## src/rtl/mc_lsu_bridge.sv

```systemverilog
// -----------------------------------------------------------------------------
// mc_lsu_bridge
//
// Load/store bridge between the multicycle core controller/datapath and a
// variable-latency memory. Decodes RISC-V load/store funct3, produces
// lane-aligned address/strobes/data, extends load data, and reports
// misaligned, illegal-size and wait-state timeout faults.
//
// Handshake: mem_valid is raised in REQ and mem_we/mem_addr/mem_wstrb/
// mem_wdata stay constant until a cycle where mem_valid & mem_ready are both
// high; that cycle completes the transfer (and carries mem_rdata for loads).
// On the CPU side, cpu_req is only looked at while cpu_busy is low; the
// controller waits for a one-cycle cpu_done or cpu_fault pulse.
//
// Ports:
//   clk, reset          clock, synchronous active-high reset
//   cpu_req/we/funct3   access request, direction and RISC-V size code
//   cpu_addr/wdata      byte address, right-aligned store data
//   cpu_rdata           extended load data (holds until next completed load)
//   cpu_busy/done/fault access in progress, completion and fault pulses
//   fault_cause         01 misaligned, 10 illegal funct3, 11 timeout
//   mem_valid/we/addr   memory request, write enable, lane-aligned address
//   mem_wstrb/wdata     byte strobes and lane-shifted store data
//   mem_rdata/ready     memory read data and accept/complete
//   dbg_state           current FSM state (IDLE=0, REQ=1, DONE=2, FAULT=3)
// -----------------------------------------------------------------------------
module mc_lsu_bridge #(
    parameter int XLEN    = 32,
    parameter int TIMEOUT = 0,
    parameter int CNT_W   = 16
) (
    input  logic              clk,
    input  logic              reset,
    input  logic              cpu_req,
    input  logic              cpu_we,
    input  logic [2:0]        cpu_funct3,
    input  logic [XLEN-1:0]   cpu_addr,
    input  logic [XLEN-1:0]   cpu_wdata,
    output logic [XLEN-1:0]   cpu_rdata,
    output logic              cpu_busy,
    output logic              cpu_done,
    output logic              cpu_fault,
    output logic [1:0]        fault_cause,
    output logic              mem_valid,
    output logic              mem_we,
    output logic [XLEN-1:0]   mem_addr,
    output logic [XLEN/8-1:0] mem_wstrb,
    output logic [XLEN-1:0]   mem_wdata,
    input  logic [XLEN-1:0]   mem_rdata,
    input  logic              mem_ready,
    output logic [1:0]        dbg_state
);

    localparam int SW = XLEN / 8;
    localparam int LB = $clog2(SW);

    typedef enum logic [1:0] {
        S_IDLE  = 2'd0,
        S_REQ   = 2'd1,
        S_DONE  = 2'd2,
        S_FAULT = 2'd3
    } state_t;

    // Data mask for an access size (funct3[1:0]: 0=B, 1=H, 2=W, 3=D).
    function automatic logic [XLEN-1:0] f_dmask(input logic [1:0] sz);
        case (sz)
            2'd0:    f_dmask = XLEN'(8'hFF);
            2'd1:    f_dmask = XLEN'(16'hFFFF);
            2'd2:    f_dmask = XLEN'(32'hFFFF_FFFF);
            default: f_dmask = {XLEN{1'b1}};
        endcase
    endfunction

    // Strobe pattern for an access size before shifting into its lane.
    function automatic logic [SW-1:0] f_smask(input logic [1:0] sz);
        case (sz)
            2'd0:    f_smask = SW'(1);
            2'd1:    f_smask = SW'(3);
            2'd2:    f_smask = SW'(15);
            default: f_smask = {SW{1'b1}};
        endcase
    endfunction

    state_t           r_state;
    logic             r_we;
    logic [XLEN-1:0]  r_addr;
    logic [SW-1:0]    r_wstrb;
    logic [XLEN-1:0]  r_wdata;
    logic [LB-1:0]    r_lane;
    logic [1:0]       r_size;
    logic             r_uns;
    logic [CNT_W-1:0] r_cnt;
    logic [XLEN-1:0]  r_rdata;
    logic [1:0]       r_cause;

    logic [1:0]       w_size;
    logic [LB-1:0]    w_lane;
    logic             w_legal;
    logic             w_misal;
    logic [SW-1:0]    w_wstrb;
    logic [XLEN-1:0]  w_wdata;
    logic [XLEN-1:0]  w_rsh;
    logic [XLEN-1:0]  w_rdm;
    logic             w_sbit;
    logic [XLEN-1:0]  w_ld;
    logic             w_tmo;

    assign w_size  = cpu_funct3[1:0];
    assign w_lane  = cpu_addr[LB-1:0];
    assign w_wstrb = f_smask(w_size) << w_lane;
    assign w_wdata = (cpu_wdata & f_dmask(w_size)) << {w_lane, 3'b000};

    // 011 (D) and 110 (WU) only exist on a 64-bit datapath; 1xx are loads only.
    always_comb begin
        w_legal = 1'b0;
        case (cpu_funct3)
            3'b000, 3'b001, 3'b010: w_legal = 1'b1;
            3'b011:                 w_legal = (XLEN == 64);
            3'b100, 3'b101:         w_legal = ~cpu_we;
            3'b110:                 w_legal = ~cpu_we & (XLEN == 64);
            default:                w_legal = 1'b0;
        endcase
    end

    always_comb begin
        w_misal = 1'b0;
        case (w_size)
            2'd1:    w_misal = cpu_addr[0];
            2'd2:    w_misal = |cpu_addr[1:0];
            2'd3:    w_misal = |cpu_addr[2:0];
            default: w_misal = 1'b0;
        endcase
    end

    // Load path: bring the addressed lane down to bit 0, then extend.
    assign w_rsh = mem_rdata >> {r_lane, 3'b000};
    assign w_rdm = f_dmask(r_size);

    always_comb begin
        w_sbit = 1'b0;
        case (r_size)
            2'd0:    w_sbit = w_rsh[7];
            2'd1:    w_sbit = w_rsh[15];
            2'd2:    w_sbit = w_rsh[31];
            default: w_sbit = w_rsh[XLEN-1];
        endcase
    end

    assign w_ld  = (w_rsh & w_rdm) | ((w_sbit & ~r_uns) ? ~w_rdm : '0);

    // Fires on the last permitted wait cycle so mem_valid lasts exactly TIMEOUT cycles.
    assign w_tmo = (TIMEOUT != 0) && (r_cnt == CNT_W'(TIMEOUT - 1));

    always_ff @(posedge clk) begin
        if (reset) begin
            r_state <= S_IDLE;
            r_we    <= 1'b0;
            r_addr  <= '0;
            r_wstrb <= '0;
            r_wdata <= '0;
            r_lane  <= '0;
            r_size  <= '0;
            r_uns   <= 1'b0;
            r_cnt   <= '0;
            r_rdata <= '0;
            r_cause <= 2'b00;
        end else begin
            case (r_state)
                S_IDLE: begin
                    if (cpu_req) begin
                        if (!w_legal) begin
                            r_cause <= 2'b10;
                            r_state <= S_FAULT;
                        end else if (w_misal) begin
                            r_cause <= 2'b01;
                            r_state <= S_FAULT;
                        end else begin
                            r_we    <= cpu_we;
                            r_addr  <= {cpu_addr[XLEN-1:LB], {LB{1'b0}}};
                            r_wstrb <= cpu_we ? w_wstrb : '0;
                            r_wdata <= cpu_we ? w_wdata : '0;
                            r_lane  <= w_lane;
                            r_size  <= w_size;
                            r_uns   <= cpu_funct3[2];
                            r_cnt   <= '0;
                            r_cause <= 2'b00;
                            r_state <= S_REQ;
                        end
                    end
                end
                S_REQ: begin
                    if (mem_ready) begin
                        if (!r_we) begin
                            r_rdata <= w_ld;
                        end
                        r_state <= S_DONE;
                    end else if (w_tmo) begin
                        r_cause <= 2'b11;
                        r_state <= S_FAULT;
                    end else begin
                        r_cnt <= r_cnt + CNT_W'(1);
                    end
                end
                S_DONE:  r_state <= S_IDLE;
                default: r_state <= S_IDLE;
            endcase
        end
    end

    // All CPU/memory outputs come straight from state and latched registers.
    assign mem_valid   = (r_state == S_REQ);
    assign cpu_busy    = (r_state != S_IDLE);
    assign cpu_done    = (r_state == S_DONE);
    assign cpu_fault   = (r_state == S_FAULT);
    assign mem_we      = r_we;
    assign mem_addr    = r_addr;
    assign mem_wstrb   = r_wstrb;
    assign mem_wdata   = r_wdata;
    assign cpu_rdata   = r_rdata;
    assign fault_cause = r_cause;
    assign dbg_state   = r_state;

endmodule

```

## config.mk

```make
export PLATFORM = sky130hd
export DESIGN_NAME = mc_lsu_bridge
export DESIGN_NICKNAME = d
export VERILOG_FILES = /design/src/rtl/mc_lsu_bridge.sv
export SDC_FILE = /design/constraint.sdc
export NUM_CORES = 1
export LEC_CHECK = 0
export ABC_AREA = 1
export CAP_MARGIN = 15
export CORE_UTILIZATION = 40
export CTS_BUF_LIST = sky130_fd_sc_hd__clkbuf_8 sky130_fd_sc_hd__clkbuf_16
export DETAILED_ROUTE_END_ITERATION = 8
export PLACE_DENSITY = 0.75
export SETUP_SLACK_MARGIN = 0.2
export SYNTH_ARGS = -nofsm -noshare
export SYNTH_HDL_FRONTEND = slang
export SYNTH_SLANG_ARGS = --single-unit
```

## constraint.sdc

```tcl
create_clock -name clk -period 2.2 [get_ports clk]
set_clock_uncertainty 0.2 [all_clocks]
set_input_delay 0.44 -clock clk [delete_from_list [all_inputs] [get_ports clk]]
set_output_delay 0.44 -clock clk [all_outputs]
set_load 0.005 [all_outputs]
```

Word level (Yosys, flattened, before mapping):

Index checks and enable logic that the tools add are counted.
W data, S select, Z words.

* equality and inequality tests: 13
* shifts and indexed selects: 3
* muxes and demuxes: 16
* bitwise operators: 9
* reduce and logical (&&, ||, !) cells: 13

Operators by type and width (count)
* $pmux W32 S2: 2
* $and A32 B32 Y32: 2
* $mux W32: 2
* $not A32 Y32: 1
* $or A32 B32 Y32: 1
* $shl A32 B5 Y32: 1
* $shr A32 B5 Y32: 1
* $mux W2: 5
* $eq A2 B2 Y1 const B: 4
* $pmux W4 S2: 1
* $eq A2 B1 Y1 const B: 3
* $eq A3 B3 Y1 const B: 2
* $logic_not A2 Y1: 3
* $reduce_or A3 Y1: 2
* $mux W4: 1
* $not A1 Y1: 4
* $pmux W1 S2: 2
* $pmux W2 S2: 1
* $reduce_and A2 Y1: 2
* $reduce_and A4 Y1: 1
* $reduce_or A2 Y1: 2
* $shl A4 B2 Y4: 1
* $eq A3 B1 Y1 const B: 1
* $eq A3 B2 Y1 const B: 1
* 8 further kinds: 8

* register bits: 108
* input bits: 104
* output and inout bits: 109
* word-level logic and storage cells: 64

Longest topological paths before layout:

Gate-level depths: netlist (run 1).

* word-level depth: 6
* depth in mapped cells: 10
* depth with buffers taken out: 8

Worst setup path after synthesis (run 1):

Ideal clock, no wire load.

* path kind: input to register
* start point: in cpu_we
* end point: reg r_wdata[13], in the netlist mem_wdata[13]
* setup time: 0.128 ns
* arrival: 1.472 ns
* required time: 1.872 ns
* path slack: 0.401 ns
* stages on the path: 10
* buffers on the path: 3
* path through: buf_2 nand2_1 nand2_2 a21oi_4 nand2_2 buf_6 buf_2 nand2_1 o21a_1 nor2_1

* cells in the longest elaborated chain, start to end: 3
* elaborated cells between the ends (all ways): 4
* classes of those cells: mux (2); bitwise (1); reduce/logical (1)

Ends and longest elaborated chain
* start: declaration: line 35 `input logic cpu_we,`
* $not A1 Y1
* $pmux W1 S2: line 116 `case (cpu_funct3)`
* $reduce_and A4 Y1 (no source line)
* end signal: assignment: line 181 `r_wdata <= cpu_we ? w_wdata : '0;`
* end: declaration: line 88 `logic [XLEN-1:0] r_wdata;`

Parallel ways exist; a longest one is shown, timed or not.
A chain may end at the register's enable or synchronous reset.

Worst setup path in the final report (run 1):

* start point: reg r_we, in the netlist mem_we
* end point: out mem_we

RTL lines
* start: declaration: line 85 `logic r_we;`
* start signal: assignment: line 178 `r_we <= cpu_we;`
* end: declaration: line 45 `output logic mem_we,`

No word-level cell between the ends.

==> results by group, run 1 <==
Outcome
  • Status: finished, final reports clean

Logic synthesis
  • Top cells by count, synth: 169 x nand2_1, 123 x nor2_1, 108 x dfxtp_1
  • Largest area contributor in the netlist: dfxtp_1
  • Synth warn: 0
  • Post-synth EDFFs: 0
  • Dominant synthesized flop cell: dfxtp_1
  • Post-synthesis sequential area ratio: 41.2%
  • Seq cells post-synth: 108
  • Mapped Cells: 786
  • Async set-or-reset flop fraction in the synthesized netlist: 0%
  • Top cells by area, synth: dfxtp_1 41%, nand2_1 12%, a21oi_1 9.6%
  • Mean post-synth cell area: 6.67 um^2
  • Synth cell types: 29
  • Count leader, synth: nand2_1
  • Synth Cell Area: 5250 um^2
  • Top-area cell type share of the netlist area: 41.2%

Routing
  • DRC: 0
  • First-pass iteration count of the detailed router: 5
  • Routed WL: 17300 um
  • Drt wl/cell: 14.9 um
  • Via count: 5882
  • ANT nets after route: 0
  • DR iter-0 viols: 503
  • Vias per inst: 5.06

Placement
  • GPL Wtd Cong: 0.934
  • Post-DP Area: 7640 um^2
  • HPWL Detailed: 12500 um
  • I/O Buffers: 210
  • Placed cells: 1147

Clock network
  • CTS buffer count: 9
  • Num Clock Sinks: 108
  • Worst-path clk slew: 0.07 ns
  • H-Tree Depth: 3
  • Root buf cell: clkbuf_16
  • TritonCTS clock tree: done
  • Worst-skew pair later-pin latency: 0.35 ns
  • Clk buf depth: 2

Cells and area
  • Area delta synth->final: 51.2%
  • Finished Cell Area: 7930 um^2
  • Share of cells above drive strength 1: 7.97%
  • Diode count: 0
  • Non-filler cells, final: 1163
  • Fill cells: 1197
  • Core Util, Final: 62.4%
  • Total Nets Final: 1091

Timing
  • Tmin final: 1.93 ns
  • Setup violations, final: 0
  • FMAX: 519 MHz
  • Max Slew Vio Count: 0
  • RSZ-0062 raised after global routing: no
  • Final hold vios: 0
  • Final worst path period share: 87.7%

Run
  • Max cap viols: 0

Floorplanning
  • Core ar.: 12700 um^2
  • Die Y: 117 um
  • Die area: 13600 um^2
  • # IOs: 213
  • Die W: 117 um
  • Rows: 41
  • Initial Util: 41.2%

Pwr
  • Power per cell area: 591 nW/um^2
  • Pwr Total: 4690 uW
  • Max VDD drop: 303 uV
  • Leakage: 0.00329 uW

Global routing
  • Gr ovfl total: 0
  • Total GRT Usage: 24.9%
  • Pin count of the biggest net entering global routing: 43
  • Initial antenna violation count: 0
  • Global-route wire length before repair: 26100 um
  • Number of global-route vias before repair: 5256

Critical path
  • WP data required: 1.56 ns
  • Crit end category: primary output
  • Crit-path cells: clkdlybuf4s50_1
  • Slowest cell on crit path: clkdlybuf4s50_1
  • Critical Path AT: 1.29 ns
  • WP buf/inv: 1
  • Maximum fanout along the worst path: 3
  • Critical Path Max Stage Delay: 0.57 ns
  • Top delay family on crit path: buffers and inverters
  • Setup CP Type: reg2out
  • Crit start category: flop

Min path
  • Worst Hold Class: reg2reg
[layer usage]
| layer | vias to the layer above | part of all wire (%) | GRT usage [%] |
|---|---|---|---|
| met1 | 2606 | 42 | 31.7 |
| met2 | 286 | 48 | 41.7 |
| met4 | 0 | 2.4 | 10.7 |
| met3 | 28 | 8.1 | 3.94 |
| met5 | - | 0 | 0 |
| li1 | 2962 | - | - |
[worst register-to-register path: cells and delay by family, from the launching register on]
family	cells	cell delay, ns
compound gates	1	0.12
buf+inv	1	0.15
flops	1	0.46
simple gates	5	0.67
[sequential cells by signal, summed over array words and instances (netlist names)]
register / cells
cpu_rdata: 32
mem_wdata: 32
mem_addr: 30
mem_wstrb: 4
dbg_state: 2
fault_cause: 2
r_lane: 2
r_size: 2
mem_we: 1
r_uns: 1
[layout make-up]
type | count | area, um^2 | area share [%]
clock inverters | 5 | 36.3 | 0.457
multi-input cells | 575 | 2630 | 33.1
flip-flops and latches | 108 | 2170 | 27.3
clock buffers | 10 | 239 | 3.01
repair buffers | 248 | 2470 | 31.2
well taps | 172 | 215 | 2.71
inverters | 45 | 171 | 2.16
[path summary, 6_finish.rpt]
path,from,slack [ns],depth (start not counted),end
max reg2reg,r_lane[0],0.48,7,cpu_rdata[14]
max,mem_we,0.27,1,mem_we
min,mem_wdata[7],0.27,2,mem_wdata[7]
min reg2reg,mem_wdata[7],0.27,2,mem_wdata[7]
[cells by family (layout without fill, tap and decap cells)]
kind of cell           Yosys count  count (layout)  share of synthesized area (%)
and+or+nand+nor                351             351                           27.0
other                            1               2                         0.0715
AOI/OAI and AO/OA              222             222                           22.9
buffers and inverters          104             308                           8.80
DFF                            108             108                           41.2
[power by group]
part | leakage (uW) | internal (uW) | total (uW) | switching, uW
Sequential | 0.000878 | 2040 | 2100 | 51.3
Combinational | 0.00227 | 530 | 1030 | 504
Clock | 0.000139 | 800 | 1560 | 756
Total | 0.00329 | 3370 | 4690 | 1310
[cells in the final DEF (no fill, tap or decap), types with 5 or more instances in the layout]
| master | synthesis | final |
|---|---|---|
| dfxtp_1 | 108 | 105 |
| clkdlybuf4s50_1 | 0 | 203 |
| or2_2 | 7 | 7 |
| buf_4 | 3 | 30 |
| nand3_1 | 34 | 34 |
| o21a_1 | 21 | 21 |
| a21oi_1 | 101 | 101 |
| o211ai_1 | 7 | 7 |
| nor3_1 | 9 | 9 |
| nand2_1 | 169 | 169 |
| inv_2 | 5 | 5 |
| nor2_1 | 123 | 122 |
| clkbuf_16 | 0 | 9 |
| inv_1 | 39 | 39 |
| o21ai_0 | 87 | 87 |
| buf_12 | 0 | 7 |
[metrics by stage]
step                      setup TNS (ns)  hold WS, ns  setup WS [ns]
after detailed placement           -9.71        0.259         -0.225
after floorplan                        0        0.245          0.401
after global placement             -8.72        0.254         -0.188
after global routing                   0        0.291          0.188
final                                  0        0.267          0.271
after CTS                              0        0.270          0.210
[repair_timing]
item | 4_1_cts | 5_1_grt
gates resized for setup | 8 | 4
buffers inserted | 0 | 1
hold buffers | 0 | 0
endpoints found under the setup margin | 27 | 36
endpoints found under the hold margin | 0 | 0
Power figures use the tool's default switching activity.
==> run 2: changes to the inputs <==
- TNS_END_PERCENT: unset -> 5
==> results by group, run 2 (synthesis gave the netlist of run 1 again) <==
Min path
  • Hold Path End: mem_wdata[0]
  • Hold path cells: 2
  • Worst Hold Class: reg2reg
  • Hold Startpoint: mem_wdata[0]

Timing
  • Max Slew Vio Count: 0
  • FMAX: 490 MHz
  • Tmin final: 2.04 ns
  • Final setup TNS: 0 ns
  • Final worst setup slack: 0.161 ns
  • Final worst path period share: 92.7%
  • RSZ-0062 raised after global routing: yes
  • Final hold vios: 0
  • Setup violations, final: 0

Critical path
  • Top delay family on crit path: buffers and inverters
  • Crit start category: flop
  • Cell depth of the worst flop-to-flop path: 5
  • WP buf/inv: 2
  • Slowest cell on crit path: clkdlybuf4s50_1
  • Crit end category: primary output
  • R2r startpoint: r_lane[0]
  • Critical Path AT: 1.40 ns
  • Crit-path cells: inv_2, nand2_1, clkdlybuf4s50_1
  • Reg2Reg Setup Slack: 0.45 ns
  • Critical Path Max Stage Delay: 0.53 ns
  • Setup CP Type: reg2out
  • Maximum fanout along the worst path: 6
  • Worst r2r dst: cpu_rdata[2]
  • WP data required: 1.56 ns

Floorplanning
  • Die Y: 117 um
  • Die area: 13600 um^2
  • Rows: 41
  • Initial Util: 41.2%
  • Core ar.: 12700 um^2
  • Die W: 117 um
  • # IOs: 213

Cells and area
  • Area delta synth->final: 51.1%
  • Diode count: 0
  • Total Nets Final: 1090
  • Non-filler cells, final: 1162
  • Share of cells above drive strength 1: 7.88%
  • Most frequent cells in the layout: 206 x clkdlybuf4s50_1, 169 x nand2_1, 122 x nor2_1
  • Commonest non-fill, non-tap cell in the layout: clkdlybuf4s50_1
  • Fill cells: 1200

Pwr
  • Power share of the clock group: 33.2%
  • P_sw: 1310 uW
  • Pwr Total: 4690 uW
  • Combinational fraction of design power: 22.1%
  • Sw frac: 28.0%
  • Max VDD drop: 305 uV
  • Leakage: 0.00327 uW
  • Int Pwr: 3380 uW
  • Reg power frac: 44.7%
  • Power per cell area: 591 nW/um^2

Clock network
  • Worst-path clk slew: 0.07 ns
  • Worst-skew pair later-pin latency: 0.35 ns
  • TritonCTS clock tree: done
  • Post-CTS Hold Buffers: 0
  • Post_cts resized: 3
  • CTS buffer count: 9
  • Clk buf depth: 2
  • H-Tree Depth: 3
  • Root buf cell: clkbuf_16
  • Num Clock Sinks: 108
  • Post-CTS setup repair buffer count: 0

Placement
  • I/O Buffers: 210
  • Placed cells: 1147
  • Place WS: -0.225 ns
  • HPWL Detailed: 12500 um
  • GPL Wtd Cong: 0.934

Routing
  • First-pass iteration count of the detailed router: 5
  • DR iter-0 viols: 479
  • Routed WL: 17400 um
  • Via count: 5872
  • Drt wl/cell: 15.0 um
  • DRC: 0
  • Vias per inst: 5.05
  • ANT nets after route: 0

Outcome
  • Status: finished, final reports clean

Global routing
  • Pin count of the biggest net entering global routing: 43
  • Gr ovfl total: 0
  • Number of global-route vias before repair: 5254
  • Initial antenna violation count: 0
  • Total GRT Usage: 24.9%
  • Global-route wire length before repair: 26000 um

Run
  • Max cap viols: 0
## run 2: cell count changes in the layout (fill, tap and decap cells not counted), sizes merged
cell and delta:
buf -1, clkdlybuf4s50 +3, dlygate4sd2 -3
## run 2: layout make-up
class                   instances  area, um^2  area share, %
multi-input cells             575        2630           33.2
repair buffers                247        2470           31.2
flip-flops and latches        108        2170           27.3
clock buffers                  10         239           3.01
well taps                     172         215           2.71
inverters                      45         171           2.16
clock inverters                 5        36.3          0.458
## run 2: how the worst max path moves through the flow
stage | from | end | slack, ns | cells past startpoint
2_1_floorplan | cpu_we | mem_wdata[13] | 0.40 | 10
3_3_place_gp | cpu_funct3[0] | mem_wdata[30] | -0.19 | 8
3_5_place_dp | cpu_funct3[0] | mem_wdata[27] | -0.22 | 8
4_1_cts | dbg_state[1] | cpu_done | 0.10 | 3
5_1_grt | dbg_state[0] | cpu_busy | 0.11 | 3
6_report | dbg_state[0] | cpu_busy | 0.16 | 3
## run 2: per-stage QoR
step	hold slack, ns	cell area, um^2	util, %
after floorplan	0.245	5250	-
after global placement	0.254	7640	60.0
after detailed placement	0.259	7640	60.0
after CTS	0.270	7920	62.2
after global routing	0.291	7930	62.3
final	0.267	7930	62.3
## run 2: power groups by stage
stage | registers, uW | clock network, uW | logic, uW
finish | 2100 | 1560 | 1040
global route | 2110 | 1660 | 1140
CTS | 2100 | 1580 | 1030
detailed placement | 2140 | 0 | 1030
global placement | 2140 | 0 | 1020
floorplan | 2140 | 0 | 471
## run 2: per-layer routing
metal | GRT usage (%) | share of wire (%)
met5 | 0 | 0
met4 | 10.7 | 2.5
met3 | 3.94 | 7.6
met2 | 41.7 | 48
met1 | 31.7 | 42
## run 2: tightest hold or removal path: stages, from the launching register on
cell and delay [ns]:
dfxtp_1 0.31, nand2_1 0.06, a21oi_1 0.05
==> run 3: changes to the inputs <==
- CELL_PAD_IN_SITES_DETAIL_PLACEMENT: unset -> 0
- CELL_PAD_IN_SITES_GLOBAL_PLACEMENT: unset -> 1
- CORE_UTILIZATION: 40 -> 29
- MAX_ROUTING_LAYER: unset -> met4
- PLACE_DENSITY: 0.75 -> unset
- PLACE_DENSITY_LB_ADDON: unset -> 0.1
==> results by group, run 3 (synthesis gave the netlist of run 1 again) <==
Floorplanning
  • Initial Util: 30.0%
  • Rows: 48
  • Core ar.: 17500 um^2
  • Die W: 137 um
  • # IOs: 213
  • Die area: 18600 um^2
  • Die Y: 137 um

Global routing
  • Initial antenna violation count: 1
  • Number of global-route vias before repair: 5328
  • Pin count of the biggest net entering global routing: 41
  • Global-route wire length before repair: 28400 um
  • Total GRT Usage: 20.4%
  • Gr ovfl total: 0

Critical path
  • Maximum fanout along the worst path: 5
  • Slowest cell on crit path: clkdlybuf4s50_1
  • Critical path depth: 3
  • Crit start category: flop
  • Crit-path cells: inv_2, nor2_1, clkdlybuf4s50_1
  • WP data required: 1.56 ns
  • Cell depth of the worst flop-to-flop path: 7
  • Critical path capture point: cpu_done
  • Worst r2r dst: cpu_rdata[15]
  • Reg2Reg Setup Slack: 0.26 ns
  • Crit end category: primary output
  • Critical Path Max Stage Delay: 0.52 ns
  • Setup CP Type: reg2out
  • WP buf/inv: 2
  • Top delay family on crit path: buffers and inverters
  • Critical Path AT: 1.40 ns
  • Setup crit start: dbg_state[1]
  • R2r startpoint: r_lane[0]

Min path
  • Worst Hold Class: reg2reg

Clock network
  • CTS buffer count: 9
  • Num Clock Sinks: 108
  • Post-CTS Hold Buffers: 0
  • TritonCTS clock tree: done
  • H-Tree Depth: 3
  • Worst-path clk slew: 0.08 ns
  • Clk buf depth: 2
  • Root buf cell: clkbuf_16
  • Worst-skew pair later-pin latency: 0.35 ns

Cells and area
  • Commonest non-fill, non-tap cell in the layout: clkdlybuf4s50_1
  • Area delta synth->final: 54.8%
  • Total Nets Final: 1098
  • Most frequent cells in the layout: 207 x clkdlybuf4s50_1, 168 x nand2_1, 121 x nor2_1
  • Share of cells above drive strength 1: 8.81%

Timing
  • RSZ-0062 raised after global routing: yes
  • Tmin final: 2.04 ns
  • Final setup TNS: 0 ns
  • Setup violations, final: 0
  • FMAX: 491 MHz
  • Final hold vios: 0
  • Final worst path period share: 92.5%
  • Max Slew Vio Count: 0

Routing
  • Drt wl/cell: 15.3 um
  • DR iter-0 viols: 319
  • ANT nets after route: 0
  • Via count: 5806
  • DRC: 0
  • First-pass iteration count of the detailed router: 5
  • Routed WL: 18700 um
  • Vias per inst: 4.74

Pwr
  • Pwr Total: 4760 uW
  • Max VDD drop: 379 uV
  • Power per cell area: 586 nW/um^2
  • Leakage: 0.00332 uW

Placement
  • I/O Buffers: 210
  • GPL Wtd Cong: 0.824
  • HPWL Detailed: 13500 um

Run
  • Max cap viols: 0

Outcome
  • Status: finished, final reports clean
==> run 3: cell types whose count changed in the layout (fill, tap and decap cells not counted), sizes merged <==
cell	delta
clkdlybuf4s50	+1
clkinvlp	+1
diode	+1
buf	+6
inv	+1
==> run 3: area by class of cell <==
class | instances | area [um^2]
antenna | 1 | 2.50
clock buffer | 9 | 225
clock inverter | 7 | 56.3
fill | 1854 | 9360
inverter | 45 | 174
multi-input combinational | 575 | 2650
sequential | 108 | 2170
tap | 225 | 282
timing repair buffer | 255 | 2560
==> run 3: per-stage QoR <==
| step | area, um^2 | std cells | worst slack (ns) | hold WS (ns) | util [%] |
|---|---|---|---|---|---|
| finish | 8120 | 1225 | 0.165 | 0.264 | 46.5 |
| detailed placement | 7760 | 1205 | -0.245 | 0.255 | 44.4 |
| global placement | 7760 | 1205 | -0.270 | 0.253 | 44.4 |
| CTS | 8040 | 1221 | 0.127 | 0.266 | 46.0 |
| floorplan | 5250 | 787 | 0.401 | 0.245 | - |
| global route | 8120 | 1225 | 0.0769 | 0.285 | 46.5 |
==> run 3: power by group <==
group / leakage (uW) / switching [uW] / internal, uW / total [uW]
Clock: 0.000137 / 810 / 786 / 1600
Sequential: 0.000878 / 51.3 / 2040 / 2090
Combinational: 0.00231 / 517 / 547 / 1060
==> run 3: how the worst min path moves through the flow <==
stage / end / cells past startpoint / start
2_1_floorplan: r_size[0] / 2 / r_size[0]
3_3_place_gp: mem_wdata[1] / 2 / mem_wdata[1]
3_5_place_dp: mem_wdata[0] / 2 / mem_wdata[0]
4_1_cts: mem_wdata[0] / 2 / mem_wdata[0]
5_1_grt: mem_wdata[0] / 2 / mem_wdata[0]
6_report: mem_wdata[0] / 2 / mem_wdata[0]
==> run 3: timing repair <==
action / 4_1_cts / 5_1_grt
resized for setup: 4 / 10
cloned: 0 / 1
pin swaps: 0 / 3
endpoints found under the setup margin: 18 / 78
buffers inserted: 0 / 2
==> run 3: routing by layer <==
metal	up-vias	GRT usage, %	wire [um]
met5	-	-	0
met4	0	3.89	135
met3	8	4.67	1130
met2	165	32.5	8770
met1	2649	26.4	8690
li1	2984	-	-
==> run 3: worst register-to-register path, delay by kind of cell, from the launching register on <==
kind / cells / cell delay (ns)
simple gates: 5 / 0.72
buf+inv: 1 / 0.32
compound gates: 1 / 0.25
flops: 1 / 0.36
